**config.mk**
```make
export PLATFORM = sky130hd
export DESIGN_NAME = tt_um_mmss_scan_display
export DESIGN_NICKNAME = d
export VERILOG_FILES = /design/src/rtl/tt_um_mmss_scan_display.sv
export SDC_FILE = /design/constraint.sdc
export NUM_CORES = 1
export LEC_CHECK = 0
export CORE_MARGIN = 8
export CORE_UTILIZATION = 45
export DETAILED_ROUTE_END_ITERATION = 10
export PLACE_DENSITY = 0.67
export REMOVE_ABC_BUFFERS = 1
export SYNTH_ARGS = -nofsm -noshare
export SYNTH_HDL_FRONTEND = slang
export SYNTH_SLANG_ARGS = --single-unit
export TNS_END_PERCENT = 10
```
**constraint.sdc**
```tcl
create_clock -name clk -period 2.75 [get_ports clk]
set_input_delay 0.55 -clock clk [delete_from_list [all_inputs] [get_ports clk]]
set_output_delay 0.55 -clock clk [all_outputs]
set_load 0.02 [all_outputs]
```
**src/rtl/tt_um_mmss_scan_display.sv**
```systemverilog
// tt_um_mmss_scan_display: mm:ss BCD time counter driving a four-digit multiplexed seven-segment display
module tt_um_mmss_scan_display #(
  parameter int PRESCALE_MAX = 9_999_999,
  parameter int SCAN_DIV = 10_000
) (
  input  logic       clk,
  input  logic       rst_n,
  input  logic       ena,
  input  logic [7:0] ui_in,
  output logic [7:0] uo_out,
  input  logic [7:0] uio_in,
  output logic [7:0] uio_out,
  output logic [7:0] uio_oe
);
  logic [23:0] pc_q, pc_d;
  logic [15:0] sc_q, sc_d;
  logic [1:0] idx_q, idx_d;
  logic [3:0] s1_q, s10_q, m1_q, m10_q, s1_d, s10_d, m1_d, m10_d, digit;
  logic [7:0] uo_d, uio_d;
  logic pause, clear, fast, pc_end, sc_end, c0, c1, c2, c3, unused_ok;
  assign pause = ui_in[0];
  assign clear = ui_in[1];
  assign fast = ui_in[2];
  assign unused_ok = &{1'b0, ena, uio_in, ui_in[7:3]};
  assign uio_oe = 8'h0F;
  function automatic logic [6:0] enc(input logic [3:0] d);
    case (d)
      4'd0: enc = 7'h3F;
      4'd1: enc = 7'h06;
      4'd2: enc = 7'h5B;
      4'd3: enc = 7'h4F;
      4'd4: enc = 7'h66;
      4'd5: enc = 7'h6D;
      4'd6: enc = 7'h7D;
      4'd7: enc = 7'h07;
      4'd8: enc = 7'h7F;
      4'd9: enc = 7'h6F;
      default: enc = 7'h00;
    endcase
  endfunction
  // Carry chain: each digit advances only when every lower digit wraps on this tick.
  always_comb begin
    pc_end = pc_q == 24'(PRESCALE_MAX);
    c0 = !clear && !pause && (fast || pc_end);
    c1 = c0 && s1_q == 4'd9;
    c2 = c1 && s10_q == 4'd5;
    c3 = c2 && m1_q == 4'd9;
    pc_d = clear || c0 ? '0 : pause ? pc_q : pc_q + 24'd1;
    s1_d = clear ? '0 : !c0 ? s1_q : c1 ? '0 : s1_q + 4'd1;
    s10_d = clear ? '0 : !c1 ? s10_q : c2 ? '0 : s10_q + 4'd1;
    m1_d = clear ? '0 : !c2 ? m1_q : c3 ? '0 : m1_q + 4'd1;
    m10_d = clear ? '0 : !c3 ? m10_q : m10_q == 4'd5 ? '0 : m10_q + 4'd1;
    sc_end = sc_q == 16'(SCAN_DIV - 1);
    sc_d = sc_end ? '0 : sc_q + 16'd1;
    idx_d = sc_end ? idx_q + 2'd1 : idx_q;
    digit = idx_q == 2'd0 ? s1_q : idx_q == 2'd1 ? s10_q : idx_q == 2'd2 ? m1_q : m10_q;
    uo_d = {fast || pc_q <= 24'(PRESCALE_MAX / 2), enc(digit)};
    uio_d = {4'h0, 4'b0001 << idx_q};
  end
  always_ff @(posedge clk) begin
    if (!rst_n) begin
      pc_q <= '0;
      sc_q <= '0;
      idx_q <= '0;
      s1_q <= '0;
      s10_q <= '0;
      m1_q <= '0;
      m10_q <= '0;
      uo_out <= '0;
      uio_out <= '0;
    end else begin
      pc_q <= pc_d;
      sc_q <= sc_d;
      idx_q <= idx_d;
      s1_q <= s1_d;
      s10_q <= s10_d;
      m1_q <= m1_d;
      m10_q <= m10_d;
      uo_out <= uo_d;
      uio_out <= uio_d;
    end
  end
endmodule

```
* Yosys cells after proc, flatten, opt, wreduce, memory -nomap -nowiden
Memories as Yosys holds them, arrays and structs flattened. A register that Yosys moved wholly into a read port is not among the register bits.
Index checks and enable logic that the tools add are counted.
Widths: inputs -> output; s select.
** Storage, ports and cells
- Memories kept :: 1
- Output and inout port bits :: 24
- Register bits after elaboration :: 74
- ROM bits :: 112
- Word-level logic and storage cells :: 51
** Operators by class
- Eq/ne operators :: 8
- Bitwise operators :: 1
- Add/subtract/negate cells :: 7
- Shifts and indexed selects :: 1
- Reductions and logical operators :: 15
- Muxes and demuxes :: 7
- Magnitude comparators :: 1
** Memory list
- (no name shown) :: words 16, bits a word 7, rd ports 1, clocked after Yosys merged registers in 1, wr ports 0, RTL line 27 : case (d)
** Operators by type and width (count)
- $mux 4 :: 7
- $add 24x1->24 const B :: 1
- $eq 24x24->1 const B :: 1
- $le 24x23->1 const B :: 1
- $add 16x1->16 const B :: 1
- $add 4x1->4 const B :: 4
- $eq 16x14->1 const B :: 1
- $eq 4x3->1 const B :: 2
- $eq 4x4->1 const B :: 2
- $reduce_or 2->1 :: 3
- $logic_and 1x1->1 :: 5
- $shl 1x2->4 const A :: 1
- $logic_not 1->1 :: 3
- $logic_or 1x1->1 :: 3
- $add 2x1->2 const B :: 1
- $eq 2x1->1 const B :: 1
- $eq 2x2->1 const B :: 1
- $logic_not 2->1 :: 1
- $not 1->1 :: 1

* Depth between registers and ports, before layout
Gate-level depths: netlist (run 1).
- Depth in word-level cells :: 7
- Gate-level depth with buffers :: 11
- Depth with buffers taken out :: 11

* Worst setup path before layout (run 1)
No wires, ideal clock.
- Path type :: register to register
- From :: register idx_q[0]
- To :: register uo_out[3]
- Buffers on the path :: 1
- Required time :: 2624 ps
- Stages on the path, launching flop included :: 11
- Path slack :: 470 ps
- Library setup time :: 126 ps
- Arrival :: 2154 ps
- Cells stage by stage :: dfxtp_1 > inv_1 > ha_1 > clkbuf_1 > nor2_1 > a221oi_1 > inv_1 > ha_1 > and2_1 > o21ai_0 > a21boi_0
** On the way
- Cells in the longest elaborated chain, start to end :: 4
- Elaborated cells on any way between the ends :: 6
- Classes of those cells :: 2 x eq/ne; 3 x mux; 1 x reduce/logical
** Ends and longest elaborated chain
- from (decl) :: RTL line 17 : logic [1:0] idx_q, idx_d;
- from (signal assigned) :: RTL line 74 : idx_q <= idx_d;
- $eq 2x2->1 :: RTL line 56 : digit = idx_q == 2'd0 ? s1_q : idx_q == 2'd1 ? s10_q : idx_q == 2'd2 ? m1_q : m10_q;
- $mux 4 (2 in series) :: RTL line 56
- $mux 4 * :: RTL line 56
- to (decl) :: RTL line 10 : output logic [7:0] uo_out,
Mark *: on every way between the ends. The rest lies on a longest branch, timed or not.
A chain may end at the register's enable or synchronous reset.

* Worst setup path in the final report (run 1)
Ends and elaborated chain as after synthesis.

==> results of run 1 <==
## cell usage in the layout, fill, tap and decap left out, types with 2 or more instances in the layout
| cell | instances |
|---|---|
| a21oi_1 | 12 |
| a211oi_1 | 2 |
| and4_1 | 2 |
| inv_1 | 21 |
| o211ai_1 | 3 |
| a311oi_1 | 2 |
| dfxtp_1 | 70 |
| and2_1 | 2 |
| and3b_1 | 2 |
| o21ai_0 | 10 |
| nor3_1 | 9 |
| and3_1 | 10 |
| ha_1 | 17 |
| nor4_1 | 6 |
| nand2b_1 | 3 |
| o31ai_1 | 4 |
| nor3b_1 | 4 |
| conb_1 | 12 |
| inv_6 | 2 |
| clkdlybuf4s50_1 | 16 |
| xor2_1 | 10 |
| a21boi_0 | 5 |
| o211a_1 | 2 |
| nor2b_1 | 7 |
| mux2i_1 | 7 |
| xnor2_1 | 28 |
| buf_4 | 11 |
| clkbuf_8 | 9 |
| nor4b_1 | 2 |
| or3_1 | 6 |
| a221oi_1 | 2 |
| or4_1 | 5 |
| nand3_1 | 15 |
| bufinv_16 | 3 |
| nand4_1 | 6 |
| nand2_1 | 25 |
| nor2_1 | 62 |
## layer usage
metal  share of wire (%)  vias up  wire, um
met2                  45       49      3100
li1                    -     1441         -
met5                   0        -         0
met1                  48     1304      3300
met3                 4.4       13       297
met4                 1.8        0       123
## layout make-up
class | count | area [um2] | area share, %
Inverter | 21 | 78.8 | 1.93
Tap cell | 102 | 128 | 3.12
Clock buffer | 9 | 124 | 3.03
Clock inverter | 7 | 128 | 3.12
Multi-Input combinational cell | 305 | 1970 | 48.2
Timing Repair Buffer | 28 | 263 | 6.42
Sequential cell | 70 | 1400 | 34.2
## power groups by stage
stage | clock network (mW) | logic (mW) | registers (mW)
after global placement | 0 | 0.0995 | 1.05
after floorplan | 0 | 0.0477 | 1.06
after global routing | 1.12 | 0.111 | 1.03
final | 1.04 | 0.101 | 1.03
after detailed placement | 0 | 0.101 | 1.05
after CTS | 1.07 | 0.101 | 1.03
## sequential cells by signal, indices dropped and copies added, names as in the netlist
signal,count
pc_q,24
sc_q,16
uo_out,8
m10_q,4
m1_q,4
s10_q,4
s1_q,4
uio_out,4
idx_q,2
## per-stage QoR
step / hold WS [ns] / worst slack [ns] / std cells / utilization, % / TNS, ns
after floorplan: 0.413 / 0.458 / 396 / - / 0
after global placement: 0.427 / -0.0709 / 526 / 49.7 / -0.457
after detailed placement: 0.441 / -0.0764 / 526 / 49.7 / -0.556
after CTS: 0.459 / 0.162 / 542 / 53.0 / 0
after global routing: 0.481 / 0.0270 / 542 / 53.0 / 0
final: 0.456 / 0.179 / 542 / 53.0 / 0
## logic make-up (layout without fill, tap and decap cells)
logic type / after synthesis / in the layout
xor+xnor: 38 / 38
mux: 8 / 8
buf+inv: 49 / 65
simple gates: 178 / 178
compound gates: 52 / 52
fa+ha+maj: 17 / 17
other cells: 2 / 12
flops: 70 / 70
## worst max path at each step
stage / startpoint / end / slack [ns] / cells after the start
finish: idx_q[0] / uo_out[3] / 0.18 / 10
CTS: idx_q[0] / uo_out[3] / 0.16 / 10
floorplan: ui_in[0] / m10_q[0] / 0.46 / 5
global placement: ui_in[0] / s1_q[1] / -0.07 / 7
detailed placement: ui_in[0] / s1_q[1] / -0.08 / 7
global route: idx_q[0] / uo_out[3] / 0.03 / 10
==> impl_metrics.toml, run 1 <==
[drt]
drc = 0
via_per_inst = 5.18
routedWlPerCell_um = 12.6
drt_pre_antenna_iters = 4
drtAntennaViolNets = 0
dr_total_vias = 2807
drt_iter0_markers = 101
routed_wl_um = 6820

[worst_setup_path]
slowest_stage = "o21ai_0"
crit_type = "flip-flop to flip-flop"
cp_num_buf_inv = 2
rr_worst_depth = 10
start_kind = "flip-flop"
rrSetupSlack_ns = 0.18
crit_path_end_kind = "flip-flop"
critPathMaxStageDelay_ns = 0.43
cp_max_fo = 5
r2r-start = "idx_q[0]"
r2r_end = "uo_out[3]"
cp.required_ns = 2.99
arrival_ns = 2.81
path_delay_family = "compound AO/OA/AOI/OAI gates"
worstPathCellList = "inv_1 > ha_1 > mux2_2 > mux2i_1 > o21ai_0 > inv_1 > ha_1 > and2_1 > o21ai_0 > a21boi_0"

[sta]
hold_viol = 0
max_freq_mhz = 389
skew_ns = 0.0105
fin_crit_ns = 2.57
finalSetupViolations = 0
relSlewSlack_pct = 59.1
drv_slew = 0
worst_pin_slew_ns = 0.613
grt_setup_unrepaired = "no"
period_share_pct = 93.5

[power_and_ir_drop]
p_leak_nw = 1.50
seqPwrFrac_pct = 47.4
power_frac_comb_pct = 4.6
p_int_mw = 1.68
ir_drop_uv = 354
power.switching_uw = 491
clkPwrFrac_pct = 47.9
power_mw = 2.17
p_per_area_nw_per_um2 = 531
p_sw_share_pct = 22.6

[yosys]
synth_top_family_by_area = "simple AND/OR/NAND/NOR gates"
yosys_warnings = 0
synth_compound_area_share_pct = 10.0
synth_area_leaders = "dfxtp_1 39%, xnor2_1 6.9%, nor2_1 6.5%"
synth-seq-cells = 70
async_flop_share_pct = 0
syn_inst = 414
yosysUniqueCellTypes = 60
seq_area_frac_synth_pct = 39.2
synthesis.area_um2 = 3580
synth.most_common_cell = "dfxtp_1"
synthFlopType = "dfxtp_1"
synth_mux_area_share_pct = 2.27
synthSimpleGateAreaFrac_pct = 26.3
yosysTopAreaCell = "dfxtp_1"
netlist_top_cells_count = "70 x dfxtp_1, 62 x nor2_1, 28 x xnor2_1"
synth-xor-area-share_pct = 9.31
syn_avg_cell_area_um2 = 8.64
yosys.area_share.adder_pct = 5.95
synth-edff-count = 0
synth_top_area_share_pct = 39.2

[grt]
grtUsageMet3_pct = 3.81
grt_pass1_vias = 2650
grt_pass1_wl_um = 11900
antenna_found_initial = 0
grt_max_degree = 25
grt_use_met1_pct = 15.6
busiest_layer = "met2"
overflow = 0
grt_util_met2_pct = 20.7
track_usage_pct = 12.9

[clocking]
cts_hold_buf = 0
ctsResizeCount = 0
cts_setup_buffers = 0
numCtsBuffers = 9
htreeDepth = 3
root_buffer = "clkbuf_8"
cts_tree = "built"
clk_latency_ns = 0.35
numClockSinks = 70
clock_path_buffers = 2
path_clk_slew_ns = 0.09

[worst_hold_path]
min_to = "sc_q[0]"
min_path_type = "flip-flop to flip-flop"
hp-start = "sc_q[0]"
holdPathStages = 1

[die]
initial_core_util_pct = 46.3
coreArea_um2 = 7730
die_area_um2 = 11100
top_level_ports = 43
chipWidth_um = 105
rows = 32
die_h_um = 105

[final_layout]
drive_gt1_share_pct = 8.18
fillers = 718
num_antenna_cells = 0
nets = 471
final_area_um2 = 4090
syn_to_final_growth_pct = 14.5

[place]
postPlaceCellArea_um2 = 3840
dp_hpwl_um = 4850
place.gp.congestion = 0.790
port_buffers = 16

[run_status]
status = "finished clean"

[job]
cap_violations = 0
(Power assumes the default switching activity.)
==> inputs of run 2 (changes only) <==
Settings changed: CORE_ASPECT_RATIO set to 0.6.
==> impl_metrics.toml, run 2 (synthesized netlist as in run 1, its figures left out) <==
[die]
coreArea_um2 = 7790
rows = 25
chipWidth_um = 131
die_area_um2 = 11100
initial_core_util_pct = 45.9
top_level_ports = 43
die_h_um = 85.1

[worst_setup_path]
slowest_stage = "or4b_1"
cp_num_buf_inv = 1
start_kind = "primary input"
crit_path_end_kind = "flip-flop"
rrSetupSlack_ns = 0.36
worstPathCellList = "clkdlybuf4s50_1 > nand3b_4 > or4_4 > o21ba_1 > or4b_1 > a21oi_1"
arrival_ns = 2.76
path_delay_family = "simple AND/OR/NAND/NOR gates"
critPathMaxStageDelay_ns = 0.57
crit_type = "primary input to flip-flop"
cp.required_ns = 3.01
cp_max_fo = 15

[grt]
grt_max_degree = 25
grt_pass1_vias = 2613
track_usage_pct = 14.2
overflow = 0
antenna_found_initial = 0
grt_pass1_wl_um = 12800

[clocking]
clock_path_buffers = 2
htreeDepth = 3
clk_latency_ns = 0.33
numClockSinks = 70
path_clk_slew_ns = 0.06
cts_hold_buf = 0
numCtsBuffers = 9
cts_tree = "built"
root_buffer = "clkbuf_16"

[drt]
drc = 0
drtAntennaViolNets = 0
drt_iter0_markers = 229
routedWlPerCell_um = 13.5
routed_wl_um = 7400
dr_total_vias = 2822
drt_pre_antenna_iters = 4
via_per_inst = 5.13

[final_layout]
final_area_um2 = 4140
final_cell_mix = "70 x dfxtp_1, 62 x nor2_1, 28 x xnor2_1"
num_antenna_cells = 0
nets = 473
largest_reg_flops = 24
regMostFlops = "pc_q"
syn_to_final_growth_pct = 15.8
drive_gt1_share_pct = 8.60
reg_top3 = "pc_q: 24 flops, sc_q: 16 flops, uo_out: 8 flops"
fillers = 717
finish.utilization_pct = 53.2
final_common_cell = "dfxtp_1"

[power_and_ir_drop]
power_frac_comb_pct = 4.7
p_int_mw = 1.70
power_mw = 2.19
clkPwrFrac_pct = 48.1
seqPwrFrac_pct = 47.2
ir_drop_uv = 279
p_leak_nw = 1.51
power.switching_uw = 495
p_per_area_nw_per_um2 = 529
p_sw_share_pct = 22.6

[sta]
grt_setup_unrepaired = "no"
drv_slew = 0
relSlewSlack_pct = 58.8
worst_pin_slew_ns = 0.618
tns_ns = 0
setup_ws_ns = 0.245
max_freq_mhz = 399
skew_ns = 0.00673
finalSetupViolations = 0
hold_viol = 0
fin_crit_ns = 2.50
period_share_pct = 91.1

[place]
port_buffers = 16
dp_hpwl_um = 5480
place.gp.congestion = 0.813
postPlaceCellArea_um2 = 3860
dp_slack_ns = -0.0903

[job]
cap_violations = 0

[worst_hold_path]
min_path_type = "flip-flop to flip-flop"

[run_status]
status = "finished clean"
[run 2: what timing repair did]
item | CTS | global route
resized for setup | 0 | 1
setup endpoints to repair | 0 | 1
setup buffers | 0 | 0
hold endpoints to repair | 0 | 0
[run 2: final timing paths]
path                  from        to  cells past startpoint
hold reg to reg    sc_q[0]   sc_q[0]                      1
setup / recovery  ui_in[0]  m10_q[2]                      6
setup reg to reg   pc_q[0]  m10_q[2]                      6
hold / removal     sc_q[0]   sc_q[0]                      1
[run 2: metal layers]
metal / GRT usage, % / up-vias / part of all wire (%)
met5: 0 / - / 0
met2: 20.0 / 52 / 42
met1: 20.0 / 1325 / 52
met3: 4.32 / 6 / 4.6
met4: 4.35 / 0 / 0.77
li1: - / 1439 / -
[run 2: layout make-up]
type	count	area (um2)	share of cell area (%)
Multi-Input combinational cell	305	1970	47.6
Sequential cell	70	1400	33.8
Timing Repair Buffer	30	278	6.71
Clock buffer	10	239	5.77
Tap cell	108	135	3.26
Inverter	21	78.8	1.90
Clock inverter	6	37.5	0.907
[run 2: metrics by stage]
step / hold WS (ns) / cells
CTS: 0.453 / 550
detailed placement: 0.444 / 534
floorplan: 0.413 / 396
global route: 0.467 / 550
global placement: 0.426 / 534
finish: 0.453 / 550
[run 2: worst register-to-register path: cells and delay by family (launching register included)]
kind,cells,cell delay [ns]
simple gates,3,1.20
fa+ha+maj,1,0.25
flops,1,0.37
compound gates,2,0.50
[run 2: power by group through the flow]
stage,logic (mW),registers (mW),clock network (mW)
floorplan,0.0477,1.06,0
global placement,0.102,1.05,0
detailed placement,0.103,1.05,0
CTS,0.103,1.03,1.08
global route,0.113,1.03,1.13
finish,0.103,1.03,1.05
==> RTL edit 1, RTL diff (config.mk and constraints of run 2) <==
Reset style: asynchronous (`rst_n`), changed in one clocked block.
--- a/src/rtl/tt_um_mmss_scan_display.sv
+++ b/src/rtl/tt_um_mmss_scan_display.sv
@@ -57,7 +57,7 @@
     uo_d = {fast || pc_q <= 24'(PRESCALE_MAX / 2), enc(digit)};
     uio_d = {4'h0, 4'b0001 << idx_q};
   end
-  always_ff @(posedge clk) begin
+  always_ff @(posedge clk or negedge rst_n) begin
     if (!rst_n) begin
       pc_q <= '0;
       sc_q <= '0;
Formal check against the unedited RTL: differs if rst_n is asserted again (counterexample within 4 cycles, from zero or initial values and one cycle with rst_n low); with rst_n held inactive, the same outputs for 10 cycles.
==> RTL edit 1 against run 2 <==
Sequential cell count is the same; non-clock buffer count is 5 lower; total power up 5.7%; design area is 8.5% higher; sequential share of layout area grew 5.2 points; routed wire length grew 12%; synthesized area is 10% higher; setup slack gained 0.16 ns; largest power group unchanged.
==> RTL edit 1: results (changes against run 2) <==
* finished, final reports clean — run status
* 26 — inverter count, +24%
* 13 — total of clock buffers placed in the layout, +3
* 5.089% — share of cell area taken by muxes after synthesis, +2.8 points
* 448 um — DR WL met3, +33%
* 0.0003184 V — IR Drop Worst-Case VDD, +14%
* 21.22% — global-route track usage on met2, +1.3 points
* 4203 um2 — total placed instance area, +8.8%
* 5 — top fanout value on the critical path, -10
* 8.333% — post-synthesis compound-gate area fraction, -1.7 points
* 776 — layout filler cell count, +8.2%
* 53 — Unique masters post-synth, -12%
* 15.11% — Global Route Usage Sum, +0.93 points
* 0.40 ns — CP peak stage delay, -0.17 ns
* 1.984 nW — leakage power of the design, +31%
* 14.21 mm — first-pass GRT wire length, +11%
* 71 — pin count of the biggest net entering global routing, +180%
* 549 — final standard cell count with taps included and fillers excluded, -0.18%
* 8491 um2 — core box area, +9.0%
* 9.382% — layout cells sized above 1, +0.78 points
* in -> async — HP Class
* 70 — sequential cell count, unchanged
* 0.005767 ns — clock skew, -0.0009651 ns
* 8.279 mm — overall routed net length, +12%
* 533 — Placed Cells, -0.19%
* 0.08253 ns — worst-case setup slack after placement, +0.1729 ns
-- RTL edit 1: cell types whose count changed after synthesis, sizes merged, moves of 5 or more --
cell,change
a21boi,-5
a21o,+5
clkbuf,-7
dfrtp,+70
dfxtp,-70
inv,+5
mux2i,+7
nand3,+5
nor2,-5
nor3,+6
xnor2,-5
-- RTL edit 1: worst paths after layout --
path                           from        end  slack [ns]  cells past startpoint
max in group asynchronous     rst_n    pc_q[1]        2.21                      2
max reg2reg                idx_q[0]  uo_out[3]        0.41                     10
max                        idx_q[0]  uo_out[3]        0.41                     10
min reg2reg                sc_q[15]   sc_q[15]        0.47                      1
min                           rst_n  uo_out[0]        0.22                      2
min in group clk           sc_q[15]   sc_q[15]        0.47                      1
-- RTL edit 1: power breakdown --
group	internal (mW)	switching, mW
sequential	1.05	0.0152
clock	0.681	0.427
combinational	0.0504	0.0964
total	1.78	0.539
==> RTL edit 2, RTL diff (flow settings as in run 2) <==
Made on the original files. `PRESCALE_MAX`: 9_999_999 -> 4_999_999.
--- a/src/rtl/tt_um_mmss_scan_display.sv
+++ b/src/rtl/tt_um_mmss_scan_display.sv
@@ -1,6 +1,6 @@
 // tt_um_mmss_scan_display: mm:ss BCD time counter driving a four-digit multiplexed seven-segment display
 module tt_um_mmss_scan_display #(
-  parameter int PRESCALE_MAX = 9_999_999,
+  parameter int PRESCALE_MAX = 4_999_999,
   parameter int SCAN_DIV = 10_000
 ) (
   input  logic       clk,
Function: no difference found for any inputs over 10 cycles, from zero or initial values and one cycle with rst_n low; that may be too few to reach the edited logic, so the function may still have changed.
==> RTL edit 2 against run 2 <==
Final cell count is the same; synthesized area rose by 0.21%; sequential cell count unchanged; clock skew hardly changed; via count up 0.64%; global-route usage down 0.74 points; routed wire length fell by 1.5%; setup slack got worse by 0.032 ns; sequential share of layout area is 0.67 points lower; sequential power barely moved; total power grew 12%; design area increased by 2.0%; register-to-register slack lost 0.15 ns.
==> RTL edit 2: results (changes against run 2) <==
* finished, final reports clean — run status
* 70 x sky130_fd_sc_hd__dfxtp_1, 58 x sky130_fd_sc_hd__nor2_1, 27 x sky130_fd_sc_hd__nand2_1 — top cell types by occurrence after synthesis
* 34 — pin count of the biggest net entering global routing, +36%
* 70 — sequential cell count, unchanged
* 8.635 um2 — average cell area after synthesis, about the same
* 61.84% — Max transition margin, +3.0 points
* 0.1555 ns — worst-case setup slack after placement, +0.2458 ns
* 3885 um2 — total placed instance area, +0.55%
* 4.835% — met3 track utilization from global routing, +0.52 points
* 39.11% — sequential element share of the synthesized area, -0.082 points
* 14 — inverter count, -33%
* 232 — Iter 0 DRT Violations, +1.3%
* 0.007178 ns — clock skew, +0.0004457 ns
* 29 — count of non-CTS buffers in the layout, -3.3%
* sky130_fd_sc_hd__o21ai_0 — slowest cell on the critical path
* 7.919% — layout cells sized above 1, -0.68 points
* 0.4962 mW — NetSw, +0.33%
* 13.44% — Global Route Usage Sum, -0.74 points
* 52 — Unique masters post-synth, -13%
* 0.46 ns — CP peak stage delay, -0.11 ns
* 7.289 mm — overall routed net length, -1.5%
* 5.085 mm — HPWL reported at the end of detailed placement, -7.2%
* 2688 — number of global-route vias before repair, +2.9%
* 0.0983 mW — Comb. pwr, -5%
* 0.0003101 V — IR Drop Worst-Case VDD, +11%
* 8.027% — area fraction of clock buffers and clock inverters, +1.3 points
* 2840 — via count, +0.64%
* 13.25 um — Routed wire per std cell, -1.5%
* compound AO/OA/AOI/OAI gates — top cell family by delay on the critical path
* 420 um — DR WL met3, +24%
* sky130_fd_sc_hd__dfxtp_1 39%, sky130_fd_sc_hd__nor2_1 6.1%, sky130_fd_sc_hd__ha_1 5.9%, sky130_fd_sc_hd__xor2_1 5.4%, sky130_fd_sc_hd__xnor2_1 3.9% — ranking of synthesized cells by area
* 18.20% — met1 usage in global routing, -1.8 points
* 2.947 mm — sum of met2 wire segment lengths after detailed routing, -6.2%
* 313 — multi-input combinational cell count, +2.6%
## RTL edit 2: changes by cell type after synthesis, moves of 6 or more
cell / change
sky130_fd_sc_hd__a21oi_1: +8
sky130_fd_sc_hd__inv_1: -7
sky130_fd_sc_hd__o21a_1: +6
sky130_fd_sc_hd__or4_1: +6
sky130_fd_sc_hd__xnor2_1: -12
sky130_fd_sc_hd__xor2_1: +12
## RTL edit 2: logic make-up after synthesis
group | after synthesis | synth area share (%)
and+or+nand+nor | 181 | 27.34
DFF | 70 | 39.11
AOI/OAI and AO/OA | 58 | 10.16
buffers and inverters | 42 | 5.936
xor gates and xnor gates | 38 | 9.287
adders and majority gates | 17 | 5.936
muxes | 7 | 2.025
other | 2 | 0.2096
## RTL edit 2: path summary, 6_finish.rpt
| kind | from | to | slack, ns | cells after the start |
|---|---|---|---|---|
| min reg2reg | sc_q[0] | sc_q[0] | 0.44 | 1 |
| max reg2reg | idx_q[0] | uo_out[5] | 0.21 | 11 |
| max | idx_q[0] | uo_out[5] | 0.21 | 11 |
| min | sc_q[0] | sc_q[0] | 0.44 | 1 |
## RTL edit 2: worst register-to-register path, cell delays in order, from the launching register on
cell                      delay (ns)
sky130_fd_sc_hd__dfxtp_1        0.37
sky130_fd_sc_hd__inv_1          0.12
sky130_fd_sc_hd__ha_1           0.31
sky130_fd_sc_hd__mux2_2         0.26
sky130_fd_sc_hd__mux2i_1        0.06
sky130_fd_sc_hd__o21ai_0        0.46
sky130_fd_sc_hd__inv_1          0.20
sky130_fd_sc_hd__ha_1           0.24
sky130_fd_sc_hd__inv_1          0.07
sky130_fd_sc_hd__mux2_2         0.14
sky130_fd_sc_hd__nor2_1         0.03
sky130_fd_sc_hd__o21a_1         0.16
